[config.mk]
export PLATFORM = sky130hd
export DESIGN_NAME = pos_link_rx
export DESIGN_NICKNAME = d
export VERILOG_FILES = /design/src/rtl/link_pkg.sv /design/src/rtl/link_watchdog.sv /design/src/rtl/pos_link_rx.sv
export SDC_FILE = /design/constraint.sdc
export NUM_CORES = 1
export LEC_CHECK = 0
export ABC_AREA = 1
export CAP_MARGIN = 20
export CORE_MARGIN = 2
export CORE_UTILIZATION = 58
export DETAILED_ROUTE_END_ITERATION = 10
export DONT_BUFFER_PORTS = 1
export PLACE_DENSITY = 0.78
export SLEW_MARGIN = 20
export SYNTH_ARGS = -nofsm -noshare
export SYNTH_HDL_FRONTEND = slang
export SYNTH_HIERARCHICAL = 1
export SYNTH_SLANG_ARGS = --single-unit
[constraint.sdc]
create_clock -name clk65MHz -period 2.18 [get_ports clk65MHz]
set_input_delay 0.436 -clock clk65MHz [delete_from_list [all_inputs] [get_ports clk65MHz]]
set_output_delay 0.436 -clock clk65MHz [all_outputs]
set_load 0.05 [all_outputs]
[src/rtl/link_pkg.sv]
// Shared definitions for the paddle-position link: frame field codes, receiver
// state encoding and the 7-bit checksum used by both the framer and the deframer.
package link_pkg;

  localparam logic       HDR_MARK  = 1'b1;
  localparam logic [1:0] MSG_POS   = 2'b00;
  localparam logic [7:0] TYPE_MASK = 8'b0110_0000;
  localparam logic [7:0] RSVD_MASK = 8'b0001_1000;

  typedef enum logic [1:0] {
    IDLE     = 2'd0,
    WAIT_DAT = 2'd1,
    WAIT_CHK = 2'd2
  } rx_state_t;

  function automatic logic [6:0] chk7(input logic [7:0] hdr, input logic [7:0] dat);
    return 7'(hdr ^ dat);
  endfunction

  // A header must carry the resync marker, the position type and zero reserved bits.
  function automatic logic is_valid_hdr(input logic [7:0] b);
    return (b[7] == HDR_MARK) && (b[6:5] == MSG_POS) && ((b & RSVD_MASK) == 8'h00);
  endfunction

endpackage

[src/rtl/link_watchdog.sv]
// Saturating idle counter: cleared by kick, counts while enabled, flags once LIMIT is reached.
module link_watchdog #(
  parameter int unsigned LIMIT = 16
) (
  input  logic clk,
  input  logic rst_n,
  input  logic kick,
  input  logic ena,
  output logic expired
);

  localparam int unsigned   CW  = $clog2(LIMIT + 1);
  localparam logic [CW-1:0] LIM = CW'(LIMIT);

  logic [CW-1:0] cnt_q, cnt_d;

  always_comb begin
    cnt_d = cnt_q;
    if (kick) begin
      cnt_d = '0;
    end else if (ena && (cnt_q != LIM)) begin
      cnt_d = cnt_q + 1'b1;
    end
  end

  always_ff @(posedge clk or negedge rst_n) begin
    if (!rst_n) begin
      cnt_q <= '0;
    end else begin
      cnt_q <= cnt_d;
    end
  end

  assign expired = ena && (cnt_q == LIM);

endmodule

[src/rtl/pos_link_rx.sv]
// Receive side of the paddle-position link: deframes HDR/DAT/CHK byte triples from the
// UART, drives the opponent paddle position and reports link health.
module pos_link_rx
  import link_pkg::*;
#(
  parameter int unsigned BYTE_TIMEOUT = 65_000,
  parameter int unsigned LINK_TIMEOUT = 6_500_000,
  parameter logic [9:0]  MAX_POS      = 10'd668,
  parameter logic [9:0]  RESET_POS    = 10'd334
) (
  input  logic       clk65MHz,
  input  logic       rst_n,
  input  logic [7:0] rx_data,
  input  logic       rx_valid,
  output logic [9:0] input_pos,
  output logic       pos_valid,
  output logic       link_up,
  output logic       frame_err,
  output logic [7:0] err_cnt
);

  rx_state_t  state_q, state_d;
  logic [6:0] hdr_q, hdr_d;
  logic [6:0] dat_q, dat_d;
  logic [9:0] input_pos_q, input_pos_d;
  logic       pos_valid_q, link_up_q, link_up_d, frame_err_q;
  logic [7:0] err_cnt_q, err_cnt_d;
  logic       commit, err;
  logic       byte_kick, byte_exp, link_exp;

  function automatic logic [9:0] clamp_pos(input logic [9:0] pos);
    return (pos > MAX_POS) ? MAX_POS : pos;
  endfunction

  // The byte timer is held clear in IDLE so every frame starts with a full budget.
  assign byte_kick = rx_valid || (state_q == IDLE);

  link_watchdog #(.LIMIT(BYTE_TIMEOUT)) u_byte_wd (
    .clk     (clk65MHz),
    .rst_n   (rst_n),
    .kick    (byte_kick),
    .ena     (state_q != IDLE),
    .expired (byte_exp)
  );

  link_watchdog #(.LIMIT(LINK_TIMEOUT)) u_link_wd (
    .clk     (clk65MHz),
    .rst_n   (rst_n),
    .kick    (commit),
    .ena     (1'b1),
    .expired (link_exp)
  );

  always_comb begin
    state_d = state_q;
    hdr_d   = hdr_q;
    dat_d   = dat_q;
    commit  = 1'b0;
    err     = 1'b0;
    if (rx_valid) begin
      unique case (state_q)
        IDLE: begin
          if (is_valid_hdr(rx_data)) begin
            hdr_d   = rx_data[6:0];
            state_d = WAIT_DAT;
          end else if (rx_data[7]) begin
            err = 1'b1;
          end
        end
        WAIT_DAT: begin
          if (!rx_data[7]) begin
            dat_d   = rx_data[6:0];
            state_d = WAIT_CHK;
          end else if (is_valid_hdr(rx_data)) begin
            hdr_d = rx_data[6:0];
            err   = 1'b1;
          end else begin
            err     = 1'b1;
            state_d = IDLE;
          end
        end
        WAIT_CHK: begin
          if (!rx_data[7]) begin
            if (rx_data[6:0] == chk7({HDR_MARK, hdr_q}, {1'b0, dat_q})) begin
              commit = 1'b1;
            end else begin
              err = 1'b1;
            end
            state_d = IDLE;
          end else if (is_valid_hdr(rx_data)) begin
            hdr_d   = rx_data[6:0];
            err     = 1'b1;
            state_d = WAIT_DAT;
          end else begin
            err     = 1'b1;
            state_d = IDLE;
          end
        end
        default: state_d = IDLE;
      endcase
    end else if (byte_exp) begin
      err     = 1'b1;
      state_d = IDLE;
    end
  end

  // Commit takes priority over link loss when both land in the same cycle.
  always_comb begin
    input_pos_d = input_pos_q;
    link_up_d   = link_up_q;
    if (commit) begin
      input_pos_d = clamp_pos({hdr_q[2:0], dat_q});
      link_up_d   = 1'b1;
    end else if (link_exp) begin
      input_pos_d = RESET_POS;
      link_up_d   = 1'b0;
    end
    err_cnt_d = err_cnt_q;
    if (err && (err_cnt_q != 8'hFF)) begin
      err_cnt_d = err_cnt_q + 8'd1;
    end
  end

  always_ff @(posedge clk65MHz or negedge rst_n) begin
    if (!rst_n) begin
      state_q     <= IDLE;
      input_pos_q <= RESET_POS;
      pos_valid_q <= 1'b0;
      link_up_q   <= 1'b0;
      frame_err_q <= 1'b0;
      err_cnt_q   <= 8'h00;
    end else begin
      state_q     <= state_d;
      input_pos_q <= input_pos_d;
      pos_valid_q <= commit;
      link_up_q   <= link_up_d;
      frame_err_q <= err;
      err_cnt_q   <= err_cnt_d;
    end
  end

  always_ff @(posedge clk65MHz) begin
    hdr_q <= hdr_d;
    dat_q <= dat_d;
  end

  assign input_pos = input_pos_q;
  assign pos_valid = pos_valid_q;
  assign link_up   = link_up_q;
  assign frame_err = frame_err_q;
  assign err_cnt   = err_cnt_q;

endmodule

# == After elaboration in Yosys (flattened, before gate mapping) ==
# Index checks and enable logic that the tools add are counted.
# W data, S select, Z words.
# totals
register_bits,76
elab_cells,77
output_inout_bits,21
input_bits,11
# classes
bitwise_logic,2
n_reduce_logical,19
eq_ne,11
n_mux,31
n_lt_le_gt_ge,1
n_addsub,3
# op_table
operator,n
$mux W23,2
$mux W16,2
$mux W10,3
$add A23 B1 Y23 const B,1
$eq A23 B23 Y1 const B,1
$ne A23 B23 Y1 const B,1
$add A16 B1 Y16 const B,1
$eq A16 B16 Y1 const B,1
$ne A16 B16 Y1 const B,1
$mux W1,14
$mux W7,2
$pmux W7 S2,1
$reduce_bool A2 Y1,6
$gt A10 B10 Y1 const B,1
$mux W2,5
$reduce_and A3 Y1,3
$add A8 B1 Y8 const B,1
$logic_not A8 Y1,1
$ne A8 B8 Y1 const B,1
$eq A7 B7 Y1,1
$xor A7 B7 Y7,1
$pmux W2 S3,1
$logic_and A1 B1 Y1,5
$logic_not A2 Y1,2
9 further kinds,9

# == Depth between registers and ports, before layout ==
# Gate-level depths: netlist (run 1).
# depth
depth_word,7
ltp_mapped,19
depth_no_buf,17

# == Modules after synthesis ==
# Netlist (run 1), hierarchy kept.
# modules_own_cells
module,n_inst,area_per_inst_um2,cells_per_inst,seq_area_each_um2
pos_link_rx,1,1968.1,243,1002.2
link_watchdog at u_link_wd,1,1631.6,262,575.6
link_watchdog at u_byte_wd,1,1066.0,157,400.4

# == Worst setup path after synthesis (run 1) ==
# Ideal clock, no wire load.
# synth_timing
path_kind,reg-to-reg
from,register dat_q[4]
to,register u_link_wd.cnt_q[17]
path_buffers,2
setup_slack_ns,0.086
required_ns,2.062
stages_incl_launch_ff,19
synth_period_minus_slack_ns,2.094
setup_ns,0.118
arrival_time_ns,1.976
cell_sequence,edfxtp_1 > inv_1 > nand2_1 > nand3_1 > nand2_1 > inv_1 > nand2_1 > nor2_1 > nand2_1 > inv_1 > nand2_4 > inv_2 > clkbuf_1 > inv_1 > nand2_2 > clkinv_2 > buf_6 > nand2_1 > nand2_1
# synth_via
elab_chain_cells,7
word_cells_on_any_way,8
cone_classes,eq/ne (1); mux (5); bitwise (1); reduce/logical (1)
# synth_rtl
item,line,source
"start, declared",pos_link_rx.sv:24,"logic [6:0] dat_q, dat_d;"
"start signal, assigned",pos_link_rx.sv:144,dat_q <= dat_d;
$xor A7 B7 Y7 (*),link_pkg.sv:17,return 7'(hdr ^ dat);
$eq A7 B7 Y1 (*),pos_link_rx.sv:84,"if (rx_data[6:0] == chk7({HDR_MARK, hdr_q}, {1'b0, dat_q})) begin"
$mux W1 (*),pos_link_rx.sv:84,
$mux W1 (*),pos_link_rx.sv:83,if (!rx_data[7]) begin
$mux W1 (*),pos_link_rx.sv:61,unique case (state_q)
$mux W1 (*),pos_link_rx.sv:60,if (rx_valid) begin
named net commit,pos_link_rx.sv:28,"logic commit, err;"
$mux W23 or $reduce_bool A2 Y1 (tied branches),n/a,
"end signal, assigned",link_watchdog.sv:30,cnt_q <= cnt_d;
"end, declared",link_watchdog.sv:15,"logic [CW-1:0] cnt_q, cnt_d;"
# Mark *: on every way through the listed nets, which the timed path passes. The rest lies on a longest branch.
# A chain may end at the register's enable or synchronous reset.

# == Worst setup path after layout (run 1) ==
# layout_timing
from,register u_byte_wd.cnt_q[0]
to,register state_q[0]
# layout_via
elab_chain_cells,4
# layout_rtl
item,line,source
"start, declared",link_watchdog.sv:15,
"start signal, assigned",link_watchdog.sv:30,
$eq A16 B16 Y1,link_watchdog.sv:34,assign expired = ena && (cnt_q == LIM);
$logic_and A1 B1 Y1,link_watchdog.sv:34,
named net byte_exp,pos_link_rx.sv:29,"logic byte_kick, byte_exp, link_exp;"
$reduce_bool A2 Y1 (no line),n/a,
$reduce_and A3 Y1 (no line),n/a,
"end signal, assigned",pos_link_rx.sv:133,state_q <= state_d;
"end, declared",pos_link_rx.sv:22,"rx_state_t state_q, state_d;"
# The timed path passes the listed nets, and every way through them passes these cells.

==> results of run 1 <==
## cell families (layout without fill, tap and decap cells)
logic type,Yosys count,count (layout),share of synthesized area [%]
simple gates,428,428,39.3
buf+inv,93,118,7.96
flops,76,76,42.4
compound gates,35,35,4.10
xor+xnor,20,20,3.75
fa+ha+maj,9,9,2.41
other cells,1,4,0.0804
## power groups by stage
stage	Sequential, W	Combinational (W)	Clock, W
finish	0.00173	0.000934	0.00114
global route	0.00175	0.00104	0.00121
CTS	0.00173	0.000935	0.00116
detailed placement	0.00175	0.000894	0
global placement	0.00175	0.000871	0
floorplan	0.00187	0.000552	0
## layer usage
metal / GRT usage (%) / part of all wire (%)
met1: 32.8 / 44
met2: 41.5 / 49
met4: 10.4 / 1.8
met3: 3.61 / 4.8
met5: 0 / 0
## worst max-delay path, stage by stage (launching register included)
cell and delay (ns):
dfrtp_1 0.40, inv_1 0.12, ha_1 0.20, nand2_1 0.07, nor2_1 0.11, nand2_2 0.10, nor3_1 0.17, nand2_1 0.13
o21ai_0 0.11, o31ai_1 0.15, o31ai_1 0.30
## flip-flops by register name (all words and copies together), names as in the netlist
| register | cells |
|---|---|
| u_link_wd/cnt_q | 23 |
| u_byte_wd/cnt_q | 16 |
| input_pos | 10 |
| err_cnt | 8 |
| dat_q | 7 |
| hdr_q | 7 |
| state_q | 2 |
| frame_err | 1 |
| link_up | 1 |
| pos_valid | 1 |
## final cells by class
| type | instances | area, sq um |
|---|---|---|
| Tap cell | 102 | 128 |
| Clock inverter | 6 | 68.8 |
| Clock buffer | 10 | 138 |
| Multi-Input combinational cell | 496 | 2330 |
| Inverter | 85 | 322 |
| Timing Repair Buffer | 17 | 150 |
| Fill cell | 671 | 2660 |
| Sequential cell | 76 | 1980 |
## cells in the mapped netlist
master	number	share of area (%)
inv_1	80	6.4
clkinv_2	1	0.11
o21ai_0	22	2.4
buf_6	2	0.48
o21ai_1	4	0.43
or2_2	1	0.13
a31o_2	1	0.19
clkbuf_1	2	0.16
nand2_1	244	20
buf_1	1	0.080
xnor2_1	6	1.1
inv_2	4	0.32
nor3_1	4	0.43
edfxtp_1	14	9.0
dfstp_2	5	2.8
nand3b_1	2	0.32
nor2_1	77	6.2
a21oi_1	3	0.32
and2_1	3	0.40
buf_4	1	0.16
ha_1	9	2.4
nand2_4	3	0.72
nand3_1	54	5.8
nand2_2	5	0.67
conb_1	1	0.080
dfrtp_1	57	31
nand4_1	28	3.8
buf_2	2	0.21
nor2_2	4	0.54
o31ai_1	2	0.32
nor2_4	2	0.48
o21bai_1	3	0.48
nand3_2	1	0.21
xor2_1	14	2.6
## path summary, 6_finish.rpt
kind	start	depth (start not counted)	slack, ns	to
hold / removal	rx_data[2]	0	0.16	dat_q[2]
setup reg to reg	u_byte_wd/cnt_q[0]	10	0.18	state_q[0]
hold reg to reg	u_byte_wd/cnt_q[15]	2	0.53	u_byte_wd/cnt_q[15]
setup / recovery	u_byte_wd/cnt_q[0]	10	0.18	state_q[0]
max in group asynchronous	rst_n	2	1.26	input_pos[3]
min in group asynchronous	rst_n	2	0.59	u_link_wd/cnt_q[20]
## placed cells by master (no fill, tap or decap), types with 5 or more instances in the layout
master	n
dfstp_2	5
o21ai_0	22
nand3_1	54
dfrtp_1	57
ha_1	9
buf_4	15
nand2_2	5
nand4_1	28
xnor2_1	6
clkbuf_8	10
nor2_1	77
inv_1	80
edfxtp_1	14
nand2_1	244
xor2_1	14
## through the flow
step / util [%] / hold WS [ns]
finish: 65.8 / 0.164
global route: 65.8 / 0.153
CTS: 65.8 / 0.153
detailed placement: 62.6 / 0.142
global placement: 62.6 / 0.142
floorplan: - / 0.140
## repair_timing
item / 4_1_cts / 5_1_grt
hold endpoints to repair: 62 / 0
gates resized for setup: 0 / 1
hold buffers: 2 / 0
setup endpoints to repair: 0 / 18
==> out/qor.csv, run 1 <==
metric,value,unit
cell area after synthesis,0.00467,sq mm
Die ar.,0.00878,sq mm
minimum clock period,2.00,ns
Final ANT Viol Nets,0,
Slew Limit Fails,0,
critical path capture point type,flip-flop,
crit path max fanout,4,
drt total wl,10500,um
Final Total Pwr,0.00380,W
Place WS,0.176,ns
synthesized area per cell,7.05,sq um
htree depth,3,
diode count,0,
Clock Power Share,30.0,%
CTS root buf,clkbuf_8,
register area share after synthesis,42.4,%
Fin Clk Skew,0.0141,ns
worst skew pair latency,0.36,ns
Die W,93.7,um
fraction of layout cells with a size suffix above 1,8.55,%
Comb pwr share,24.6,%
HP Class,input pin to flip-flop,
critical path data required time,2.41,ns
Switching Share,36.0,%
Critical Path AT,2.23,ns
Post CTS Setup Buffer Count,0,
fin crit share,91.7,%
Die Span Y,93.7,um
final setup margin,0.182,ns
Setup-failing EPs final,0,
Via Count,4247,
"Design Area, Final",0.00511,sq mm
Layout area overhead,9.55,%
Initial Utilization,60.1,%
DRT Pass-1 Iters,5,
Std-Cell Rows,32,
final non-filler cell total,792,
GRT Residual Overflow,0,
Layout Nets,705,
Final TNS setup,0,ns
Reg power frac,45.4,%
status,"finished, final reports clean",
placed cell count,774,
Max Fclk,500,MHz
cell count after synthesis,662,
WL/cell,13.2,um
Pint,0.00243,W
synth warn,6,
"Worst Path Class, Setup",flip-flop to flip-flop,
number of CTS-inserted buffers,9,
first-pass GRT wire length,17600,um
largest net degree at the start of global routing,63,
"Distinct cells, synth",34,
LEAKAGE,2.58,nW
initial drt markers,254,
clk slew on worst S/H paths,0.09,ns
net switching power,0.00137,W
RSZ-0062 raised after global routing,no,
clk buf depth,2,
Vias/cell,5.36,
final hold violation count,0,
Remaining DRCs,0,
initial antenna violation count,0,
global-route total usage across every layer,25.0,%
input/output buffers,0,
vias in the first global route,3985,
CTS sink count,76,
Core ar.,0.00777,sq mm
IO Count,32,
crit path launch type,flip-flop,
Max Cap Viol,0,
VDD IR max,0.000595,V
cell area after placement,0.00487,sq mm
gpl congestion,0.995,
TritonCTS clock tree,built,
HPWL after detailed placement,7440,um
PwrDens,744,mW/mm^2
Synth Register Bits,76,
Note: power is estimated with default switching activity, not from simulation.
==> run 2, diff against run 1 <==
--- a/config.mk
+++ b/config.mk
@@ -6,9 +6,10 @@
 export NUM_CORES = 1
 export LEC_CHECK = 0
 export ABC_AREA = 1
-export CAP_MARGIN = 20
+export CAP_MARGIN = 15
 export CORE_MARGIN = 2
 export CORE_UTILIZATION = 58
+export CTS_CLUSTER_SIZE = 28
 export DETAILED_ROUTE_END_ITERATION = 10
 export DONT_BUFFER_PORTS = 1
 export PLACE_DENSITY = 0.78
==> results of run 2 <==
The final DEF is identical to that of run 1; final timing and power are the same.
